File: src/rtl/i2c_codec_slave.sv
// Write-only I2C target for codec control frames (7-bit register, 9-bit data in 3 bytes).
// Define I2C_SLAVE_GLITCH_FILTER_EN to add a 3-sample majority filter after the synchronisers.
`timescale 1ns/1ps
module i2c_codec_slave #(
  parameter logic [6:0] DEV_ADDR    = 7'h1A,
  parameter int         SYNC_STAGES = 2
) (
  input  logic       clk,
  input  logic       rst,
  input  logic       scl_in,
  input  logic       sda_in,
  output logic       sda_oe,
  output logic       wr_valid,
  output logic [6:0] wr_reg,
  output logic [8:0] wr_data,
  output logic       busy,
  output logic [2:0] err_code
);
  typedef enum logic [2:0] {IDLE, ADDR, ACK0, BYTE1, ACK1, BYTE2, ACK2, IGNORE} state_t;

  localparam logic [2:0] ERR_OK    = 3'd0;
  localparam logic [2:0] ERR_ADDR  = 3'd1;
  localparam logic [2:0] ERR_READ  = 3'd2;
  localparam logic [2:0] ERR_TRUNC = 3'd3;
  localparam logic [2:0] ERR_OVR   = 3'd4;

  state_t                 state;
  logic [SYNC_STAGES-1:0] scl_sync, sda_sync;
  logic                   scl_y, sda_y, scl_s, sda_s, scl_p, sda_p;
  logic [2:0]             bit_cnt;
  logic [6:0]             shreg;
  logic [7:0]             byte1, byte_in;
  logic                   ovr_arm, ovr_bit;
  logic                   scl_rise, scl_fall, start_det, stop_det, byte_done, mid_frame;

  always_ff @(posedge clk or negedge rst) begin
    if (!rst) begin
      scl_sync <= '1;
      sda_sync <= '1;
    end else begin
      scl_sync <= {scl_sync[SYNC_STAGES-2:0], scl_in};
      sda_sync <= {sda_sync[SYNC_STAGES-2:0], sda_in};
    end
  end

  assign scl_y = scl_sync[SYNC_STAGES-1];
  assign sda_y = sda_sync[SYNC_STAGES-1];

`ifdef I2C_SLAVE_GLITCH_FILTER_EN
  logic [2:0] scl_hist, sda_hist;

  always_ff @(posedge clk or negedge rst) begin
    if (!rst) begin
      scl_hist <= '1;
      sda_hist <= '1;
    end else begin
      scl_hist <= {scl_hist[1:0], scl_y};
      sda_hist <= {sda_hist[1:0], sda_y};
    end
  end

  assign scl_s = (scl_hist[0] & scl_hist[1]) | (scl_hist[0] & scl_hist[2]) | (scl_hist[1] & scl_hist[2]);
  assign sda_s = (sda_hist[0] & sda_hist[1]) | (sda_hist[0] & sda_hist[2]) | (sda_hist[1] & sda_hist[2]);
`else
  assign scl_s = scl_y;
  assign sda_s = sda_y;
`endif

  always_ff @(posedge clk or negedge rst) begin
    if (!rst) begin
      scl_p <= 1'b1;
      sda_p <= 1'b1;
    end else begin
      scl_p <= scl_s;
      sda_p <= sda_s;
    end
  end

  // START/STOP need SCL high on both samples, so an SDA move coincident with SCL falling is data
  assign scl_rise  = scl_s & ~scl_p;
  assign scl_fall  = ~scl_s & scl_p;
  assign start_det = scl_p & scl_s & sda_p & ~sda_s;
  assign stop_det  = scl_p & scl_s & ~sda_p & sda_s;
  assign byte_done = scl_rise && (bit_cnt == 3'd7);
  assign byte_in   = {shreg, sda_s};
  assign mid_frame = state inside {ADDR, ACK0, BYTE1, ACK1, BYTE2};

  always_ff @(posedge clk or negedge rst) begin
    if (!rst) begin
      state    <= IDLE;
      sda_oe   <= 1'b0;
      wr_valid <= 1'b0;
      wr_reg   <= '0;
      wr_data  <= '0;
      busy     <= 1'b0;
      err_code <= ERR_OK;
      bit_cnt  <= '0;
      shreg    <= '0;
      byte1    <= '0;
      ovr_arm  <= 1'b0;
      ovr_bit  <= 1'b0;
    end else begin
      wr_valid <= 1'b0;
      if (start_det) begin
        state    <= ADDR;
        busy     <= 1'b1;
        bit_cnt  <= '0;
        sda_oe   <= 1'b0;
        ovr_arm  <= 1'b0;
        ovr_bit  <= 1'b0;
        err_code <= mid_frame ? ERR_TRUNC : ERR_OK;
      end else if (stop_det) begin
        state   <= IDLE;
        busy    <= 1'b0;
        sda_oe  <= 1'b0;
        ovr_arm <= 1'b0;
        ovr_bit <= 1'b0;
        if (mid_frame) err_code <= ERR_TRUNC;
      end else begin
        if (scl_rise) begin
          shreg   <= {shreg[5:0], sda_s};
          bit_cnt <= bit_cnt + 3'd1;
        end
        case (state)
          IDLE: ;
          ADDR:
            if (byte_done) begin
              if (byte_in[7:1] != DEV_ADDR) begin
                state    <= IGNORE;
                err_code <= ERR_ADDR;
              end else if (byte_in[0]) begin
                state    <= IGNORE;
                err_code <= ERR_READ;
              end else begin
                state <= ACK0;
              end
            end
          BYTE1:
            if (byte_done) begin
              byte1 <= byte_in;
              state <= ACK1;
            end
          BYTE2:
            if (byte_done) begin
              wr_reg   <= byte1[7:1];
              wr_data  <= {byte1[0], byte_in};
              wr_valid <= 1'b1;
              state    <= ACK2;
            end
          ACK0, ACK1, ACK2:
            if (scl_fall) begin
              if (!sda_oe) begin
                sda_oe <= 1'b1;
              end else begin
                sda_oe  <= 1'b0;
                bit_cnt <= '0;
                ovr_arm <= (state == ACK2);
                state   <= (state == ACK0) ? BYTE1 : (state == ACK1) ? BYTE2 : IGNORE;
              end
            end
          IGNORE: begin
            // overrun is flagged on the falling edge so a STOP's SCL rise is not taken as a data bit
            if (scl_rise && ovr_arm) ovr_bit <= 1'b1;
            if (scl_fall && ovr_bit) begin
              err_code <= ERR_OVR;
              ovr_bit  <= 1'b0;
            end
          end
        endcase
      end
    end
  end
endmodule

File: config.mk
export PLATFORM = sky130hd
export DESIGN_NAME = i2c_codec_slave
export DESIGN_NICKNAME = d
export VERILOG_FILES = /design/src/rtl/i2c_codec_slave.sv
export SDC_FILE = /design/constraint.sdc
export NUM_CORES = 1
export LEC_CHECK = 0
export CAP_MARGIN = 20
export CORE_UTILIZATION = 49
export CTS_CLUSTER_DIAMETER = 150
export DETAILED_ROUTE_END_ITERATION = 6
export GPL_ROUTABILITY_DRIVEN = 1
export PLACE_DENSITY = 0.71
export SYNTH_ARGS = -nofsm -noshare
export SYNTH_HDL_FRONTEND = slang
export SYNTH_SLANG_ARGS = --single-unit
export TNS_END_PERCENT = 30
File: constraint.sdc
create_clock -name clk -period 3.35 [get_ports clk]
set_clock_uncertainty 0.15 [all_clocks]
set_input_delay 0.8375 -clock clk [delete_from_list [all_inputs] [get_ports clk]]
set_output_delay 0.8375 -clock clk [all_outputs]
set_load 0.02 [all_outputs]
==> run_results.csv, run 1 <==
group,metric,value,unit
detailed_routing,drt_iter0_drc,72,
run,maxCapViolCount,0,
die,core,4380,um^2
setup_path,cp_max_fo,4,
outcome,status,"finished, final reports clean",
detailed_routing,vias,1443,
logic_synthesis,synthFlopType,"dfrtp_1",
global_route,gr-usage-all-layers,18.9,%
detailed_routing,wire_per_inst,16.1,um
clocking,htree_levels,2,
logic_synthesis,ys_ff_latch,51,
logic_synthesis,ys_seq_area_share,56.9,%
power,power_leakage,1.21,nW
setup_path,slowest_stage,"clkdlybuf4s50_1",
global_route,grt_overflow_total,0,
global_route,use_met3,4.07,%
logic_synthesis,ys_top_cells_by_count,"dfrtp_1, nand2_1, mux2_2",
clocking,ctsResizeCount,0,
setup_path,crit_chain,"clkdlybuf4s50_1",
detailed_routing,dr.pass1.iters,4,
logic_synthesis,avgSynthCellArea,12.7,um^2
clocking,clockBufferDepth,2,
die,die_y,69.8,um
layout,syn_to_final_growth,15.6,%
logic_synthesis,synth.most_common_cell,"dfrtp_1",
clocking,clock-sinks,51,
layout,reg.largest.list,"wr_data x9, byte1 x8",
setup_path,cp_num_buf_inv,1,
die,rows,24,
logic_synthesis,ys_top_cells_by_area,"dfrtp_1, mux2_2, dfstp_2, mux2_1, nand2_1",
timing,hold_violations,0,
logic_synthesis,synth_edf_count,0,
logic_synthesis,ys_warn_count,0,
placed_design,place.gp.congestion,0.943,
layout,nets,207,
logic_synthesis,synth_top_area_share,49.9,%
die,start_util,51.4,%
setup_path,max_stage_delay,620,ps
setup_path,critical_path_arrival,1320,ps
setup_path,cp_top_family,"buffers and inverters",
logic_synthesis,mappedNetlistArea,2250,um^2
timing,relSlewSlack,45.5,%
global_route,grt_pass1_wl,7.26,mm
timing,final.setup.tns,0,ps
die,ios,26,
global_route,antenna_found_initial,0,
timing,fmax,434,MHz
timing,setup_viol,0,
clocking,cts.clk_slew.worst_paths,90,ps
global_route,use_met1,26.4,%
detailed_routing,viasPerCell,5.68,
clocking,cts_setup_buffers,0,
global_route,grt_max_degree,52,
detailed_routing,drtAntennaViolNets,0,
die,die-width,69.8,um
setup_path,crit_type,"flop to output port",
logic_synthesis,synth.largest_area_cell,"dfrtp_1",
power,ir_drop,0.318,mV
layout,diodes,0,
timing,period_share,68.8,%
hold_path,hold_class,"flop to flop",
logic_synthesis,syn_nets,183,
logic_synthesis,synthArstFlopShare,100,%
clocking,root_buffer,"clkbuf_8",
clocking,postCtsHoldBufs,0,
timing,worst_pin_slew,817,ps
logic_synthesis,synth_cells,177,
layout,largest_register,"wr_data",
layout,drive_gt1_share,21.3,%
power,power.density,586,nW/um^2
detailed_routing,drc,0,
die,dieArea,4880,um^2
placed_design,post-dp-hpwl,2.89,mm
clocking,tritoncts,"built",
global_route,top_usage_layer,"met2",
placed_design,io_buffer_count,25,
timing,period_needed,2310,ps
layout,largest_reg_flops,9,
timing,drv_slew,0,
timing,rsz0062_at_grt,"no",
detailed_routing,finalWirelength,4.08,mm
global_route,met2_usage,29.5,%
clocking,cts_buffers,5,
clocking,clk_latency,300,ps
logic_synthesis,ys_types,48,
layout,fin_util,59.4,%
setup_path,startpoint_type,"flop",
setup_path,end_kind,"output port",
global_route,grt_pass1_vias,1482,
setup_path,required,2360,ps
-- cell type report --
class / count / area, um^2
inverters: 2 / 7.51
repair buffers: 26 / 265
fillers: 358 / 1780
clock inverters: 2 / 16.3
flip-flops and latches: 51 / 1280
multi-input cells: 115 / 886
well taps: 52 / 65.1
clock buffers: 6 / 82.6
-- per-layer routing --
metal	up-vias	wire, um
li1	674	-
met2	35	1910
met5	-	0
met1	726	1980
met4	0	59
met3	8	136
-- path summary, 6_finish.rpt --
path | slack [ps] | startpoint | endpoint | cells past startpoint
setup / recovery | 1040 | sda_oe | sda_oe | 1
hold / removal | 210 | sda_sync[0] | sda_sync[1] | 0
setup reg to reg | 1060 | bit_cnt[0] | wr_data[4] | 5
hold reg to reg | 210 | sda_sync[0] | sda_sync[1] | 0
max in group asynchronous | 2260 | rst | scl_sync[0] | 2
min in group asynchronous | 240 | rst | state[1] | 1
-- cells in the final DEF (no fill, tap or decap), types with 2 or more instances in the layout --
master            n
ha_1              2
xor2_1            2
nand4_1           3
a22o_1            2
a21o_1            2
a211oi_1          2
o21ai_0           2
clkbuf_8          6
dfrtp_1          45
a31oi_1           2
mux2_2           18
nand3_1           5
clkdlybuf4s50_1  24
nor4b_1           2
nor2_1            6
a21oi_1           3
and3_1            2
mux2_1            9
dfstp_2           6
inv_1             2
nand2_1          27
nand2b_1          2
-- stage by stage --
step / instance area [um^2] / hold slack [ps] / worst slack [ps] / cells / power (mW)
2_1_floorplan: 2250 / 195 / 1390 / 177 / 1.06
4_1_cts: 2590 / 210 / 1020 / 253 / 1.54
3_3_place_gp: 2490 / 196 / 1130 / 245 / 1.16
3_5_place_dp: 2490 / 197 / 1030 / 245 / 1.17
5_1_grt: 2610 / 211 / 900 / 254 / 1.62
6_report: 2610 / 209 / 1040 / 254 / 1.53
-- kinds of logic (layout without fill, tap and decap cells) --
kind of cell    after synthesis  after routing  synth area share [%]
compound gates               23             23                  7.71
xor+xnor                      3              3                  1.17
fa+ha+maj                     2              2                  1.11
buf+inv                      11             36                  3.77
flops                        51             51                  56.9
mux                          28             28                  13.9
simple gates                 59             59                  15.4
-- power by group --
group / internal [mW] / switching (mW) / leakage (nW)
clock network: 0.169 / 0.199 / 0.0474
logic: 0.163 / 0.172 / 0.500
registers: 0.703 / 0.122 / 0.663
total: 1.03 / 0.493 / 1.21
No activity file was read; power rests on OpenSTA's default activity.
==> run 2, diff against run 1 <==
==> constraint.sdc (replaced) <==
create_clock -name clk -period 2.2 [get_ports clk]
set_clock_uncertainty 0.15 [all_clocks]
set_input_delay 0.55 -clock clk [delete_from_list [all_inputs] [get_ports clk]]
set_output_delay 0.55 -clock clk [all_outputs]
set_load 0.02 [all_outputs]
==> run 2 against run 1 <==
Net effect: routed wire length fell by 0.42%; die area is the same; highest routed layer unchanged; cell count rose by 2.0%.
==> run_results.csv, run 2 (same netlist as run 1, synthesis figures left out) <==
group,metric,value,unit
outcome,status,"finished, final reports clean",
clocking,ctsResizeCount,0,
clocking,clk_latency,320,ps
layout,fin_area,2670,um^2
detailed_routing,viasPerCell,5.71,
layout,most-common-layout-cells,"dfrtp_1, nand2_1, clkdlybuf4s50_1",
setup_path,cp-startpoint,"state[1]",
clocking,htree_levels,2,
timing,rsz0062_at_grt,"no",
clocking,cts_buffers,5,
die,die_y,69.8,um
setup_path,reg2reg_from,"state[1]",
clocking,cts_setup_buffers,0,
die,core,4380,um^2
detailed_routing,vias,1480,
clocking,clockBufferDepth,2,
clocking,root_buffer,"clkbuf_8",
global_route,grt_pass1_wl,7.11,mm
layout,reg.largest.list,"wr_data x9, byte1 x8",
layout,ff_latch_area,1280,um^2
detailed_routing,wire_per_inst,15.7,um
global_route,antenna_found_initial,0,
layout,layout_commonest_cell,"dfrtp_1",
timing,relSlewSlack,62.0,%
setup_path,end_kind,"flop",
global_route,gr-usage-all-layers,19.0,%
layout,fin_util,61.0,%
run,maxCapViolCount,0,
clocking,clock-sinks,51,
detailed_routing,drt_iter0_drc,84,
setup_path,crit_type,"flop to flop",
layout,syn_to_final_growth,18.6,%
placed_design,post-dp-hpwl,2.92,mm
placed_design,place.gp.congestion,0.954,
detailed_routing,dr.pass1.iters,4,
layout,largest_register,"wr_data",
die,rows,24,
layout,diodes,0,
placed_design,dpl_cell_area,2560,um^2
setup_path,critical_path_arrival,2190,ps
power,power.density,919,nW/um^2
die,dieArea,4880,um^2
setup_path,required,2310,ps
layout,drive_gt1_share,23.2,%
setup_path,cp_num_buf_inv,0,
timing,period_needed,2080,ps
clocking,postCtsHoldBufs,0,
power,power_leakage,1.25,nW
timing,period_share,94.7,%
die,die-width,69.8,um
layout,nets,212,
setup_path,cp_top_family,"simple AND/OR/NAND/NOR gates",
clocking,cts.clk_slew.worst_paths,90,ps
timing,fmax,480,MHz
timing,drv_slew,0,
setup_path,max_stage_delay,530,ps
timing,worst_pin_slew,566,ps
global_route,grt_overflow_total,0,
setup_path,startpoint_type,"flop",
global_route,grt_max_degree,33,
layout,largest_reg_flops,9,
detailed_routing,drc,0,
setup_path,crit_chain,"or2_2 > and4_1 > o31ai_1 > mux2_2",
die,start_util,51.4,%
power,ir_drop,0.645,mV
timing,final.setup.tns,0,ps
die,ios,26,
setup_path,slowest_stage,"dfrtp_1",
global_route,grt_pass1_vias,1442,
timing,setup_viol,0,
detailed_routing,finalWirelength,4.07,mm
hold_path,hold_class,"input port to async pin",
timing,hold_violations,0,
clocking,tritoncts,"built",
detailed_routing,drtAntennaViolNets,0,
layout,multi_input_area,886,um^2
setup_path,cp_max_fo,12,
placed_design,io_buffer_count,25,
layout,fillCellCount,335,
-- run 2: area by class of cell --
cell class / count / area share (%)
Inverter: 2 / 0.281
Multi-Input combinational cell: 115 / 33.1
Tap cell: 52 / 2.43
Clock buffer: 5 / 2.57
Sequential cell: 51 / 48.0
Timing Repair Buffer: 31 / 11.8
Clock inverter: 3 / 1.78
-- run 2: worst reg2reg max path, delay by kind of cell, from the launching register on --
family / cells / cell delay [ps]
flip-flops: 1 / 530
multiplexers: 1 / 250
AO/OA/AOI/OAI: 1 / 460
AND/OR/NAND/NOR: 2 / 640
-- run 2: power by group --
group / total (mW) / switching, mW / leakage, nW / internal (mW)
Clock: 0.665 / 0.320 / 0.0587 / 0.345
Sequential: 1.24 / 0.169 / 0.663 / 1.07
Combinational: 0.552 / 0.286 / 0.528 / 0.266
-- run 2: routing by layer --
layer  part of all wire, %  GRT usage [%]  wire length (um)
met5                     0              0                 0
met4                   1.6           6.89                65
met1                    45           26.7              1840
met2                    47           27.6              1930
met3                   5.7           6.25               233
-- run 2: path summary, 6_finish.rpt --
check / endpoint / slack (ps) / cells after the start
max in group asynchronous: shreg[3] / 1360 / 2
min in group clk: scl_sync[1] / 210 / 0
setup / recovery: bit_cnt[0] / 120 / 4
hold / removal: ovr_arm / 30 / 1
setup reg to reg: bit_cnt[0] / 120 / 4
hold reg to reg: scl_sync[1] / 210 / 0
-- run 2: stage by stage --
stage	setup WS, ps	cells	total power, mW	hold slack, ps
finish	117	259	2.46	29.0
global placement	217	251	1.79	196
global route	23.4	259	2.61	48.5
CTS	136	259	2.47	44.7
floorplan	237	177	1.61	104
detailed placement	155	251	1.80	198
==> run 3, diff against run 2 <==
--- a/config.mk
+++ b/config.mk
@@ -10,6 +10,7 @@
 export CTS_CLUSTER_DIAMETER = 150
 export DETAILED_ROUTE_END_ITERATION = 6
 export GPL_ROUTABILITY_DRIVEN = 1
+export MAX_ROUTING_LAYER = met4
 export PLACE_DENSITY = 0.71
 export SYNTH_ARGS = -nofsm -noshare
 export SYNTH_HDL_FRONTEND = slang
==> run 3 against run 2 <==
Net effect: worst hold slack improved by 170 ps; maximum frequency increased by 0.84%; routed wire length up 3.8%; critical path depth grew 1; flip-flop and latch count stayed put; design area rose by 0.84%; global-route usage grew 1.3 points; register-to-register slack better by 20 ps; clock-buffer cell count rose by 1; via count shrank 0.81%; die area unchanged; critical endpoint is now byte1[0]; largest cell class unchanged; largest power group unchanged.
==> run_results.csv, run 3 (same netlist as run 1, synthesis figures left out) <==
group,metric,value,unit
outcome,status,"finished, final reports clean",
setup_path,cp_max_fo,8,
placed_design,io_buffer_count,25,
global_route,grt_pass1_vias,1497,
layout,nets,214,
timing,final.setup.tns,0,ps
timing,setup_viol,0,
layout,fillCellCount,355,
layout,multi_input_area,886,um^2
placed_design,dpl_cell_area,2560,um^2
global_route,gr-usage-all-layers,20.3,%
layout,ff_latch_area,1280,um^2
clocking,htree_levels,2,
power,power.density,924,nW/um^2
detailed_routing,drtAntennaViolNets,0,
placed_design,post-dp-hpwl,3.04,mm
power,ir_drop,0.502,mV
setup_path,critical_path_arrival,2110,ps
layout,most-common-layout-cells,"dfrtp_1, nand2_1, clkdlybuf4s50_1",
die,dieArea,4880,um^2
timing,hold_violations,0,
detailed_routing,viasPerCell,5.62,
clocking,clockBufferDepth,2,
clocking,cts_buffers,5,
detailed_routing,drt_iter0_drc,72,
global_route,antenna_found_initial,0,
setup_path,reg2reg_from,"bit_cnt[0]",
placed_design,place.gp.congestion,0.957,
detailed_routing,dr.pass1.iters,4,
setup_path,cp-startpoint,"bit_cnt[0]",
clocking,tritoncts,"built",
layout,reg.largest.list,"wr_data x9, byte1 x8",
setup_path,required,2250,ps
setup_path,crit_type,"flop to flop",
timing,fmax,484,MHz
clocking,clock-sinks,51,
layout,fin_util,61.5,%
die,core,4380,um^2
global_route,grt_overflow_total,0,
die,die-width,69.8,um
die,ios,26,
detailed_routing,finalWirelength,4.22,mm
timing,rsz0062_at_grt,"no",
die,rows,24,
timing,drv_slew,0,
layout,largest_reg_flops,9,
clocking,root_buffer,"clkbuf_8",
hold_path,min_from,"scl_sync[0]",
power,power,2.49,mW
global_route,grt_max_degree,29,
detailed_routing,wire_per_inst,16.2,um
detailed_routing,vias,1468,
power,power_leakage,1.26,nW
die,start_util,51.4,%
layout,fin_area,2700,um^2
timing,relSlewSlack,59.9,%
setup_path,startpoint_type,"flop",
layout,stdcell_count,261,
layout,largest_register,"wr_data",
layout,drive_gt1_share,23.4,%
clocking,cts_setup_buffers,0,
timing,worst_slack,134,ps
setup_path,end_kind,"flop",
layout,layout_commonest_cell,"dfrtp_1",
timing,whs,203,ps
layout,diodes,0,
detailed_routing,drc,0,
die,die_y,69.8,um
placed_design,placed_cells,252,
global_route,grt_pass1_wl,7.49,mm
hold_path,hold_class,"flop to flop",
timing,period_share,93.9,%
clocking,clk_latency,310,ps
timing,worst_pin_slew,598,ps
clocking,cts.clk_slew.worst_paths,90,ps
timing,period_needed,2070,ps
run,maxCapViolCount,0,
placed_design,place_ws,134,ps
layout,syn_to_final_growth,19.6,%
run 3: report_power, final:
part,switching [mW],internal (mW)
logic,0.289,0.269
registers,0.172,1.07
clock network,0.315,0.374
total,0.776,1.71
run 3: final cells by class:
class | count | area share [%]
tap | 52 | 2.41
timing repair buffer | 33 | 12.3
sequential | 51 | 47.6
clock buffer | 6 | 3.06
clock inverter | 2 | 1.44
inverter | 2 | 0.278
multi-input combinational | 115 | 32.9
run 3: worst max-delay path, cell delays in order, from the launching register on:
cell and delay (ps):
dfrtp_1 380, ha_1 170, ha_1 210, inv_1 90, nor4_4 570, mux2_2 400
run 3: repair_timing:
action                                 CTS  global route
gates resized for setup                  0             0
endpoints found under the hold margin    5             0
hold buffers                             1             0
run 3: per-layer routing:
metal  vias up  wire length, um  GRT usage [%]
met5         -                0              -
met4         0               48           4.89
met3         6              167           5.38
met2        39             1980           29.5
met1       724             2020           28.6
li1        699                -              -
run 3: worst paths after layout:
kind,endpoint,slack [ps],cells past startpoint
max in group asynchronous,scl_sync[0],900,3
worst max register to register,byte1[0],130,5
min in group asynchronous,ovr_arm,450,2
worst min-delay path,scl_sync[1],200,0
worst max-delay path,byte1[0],130,5
worst min register to register,scl_sync[1],200,0
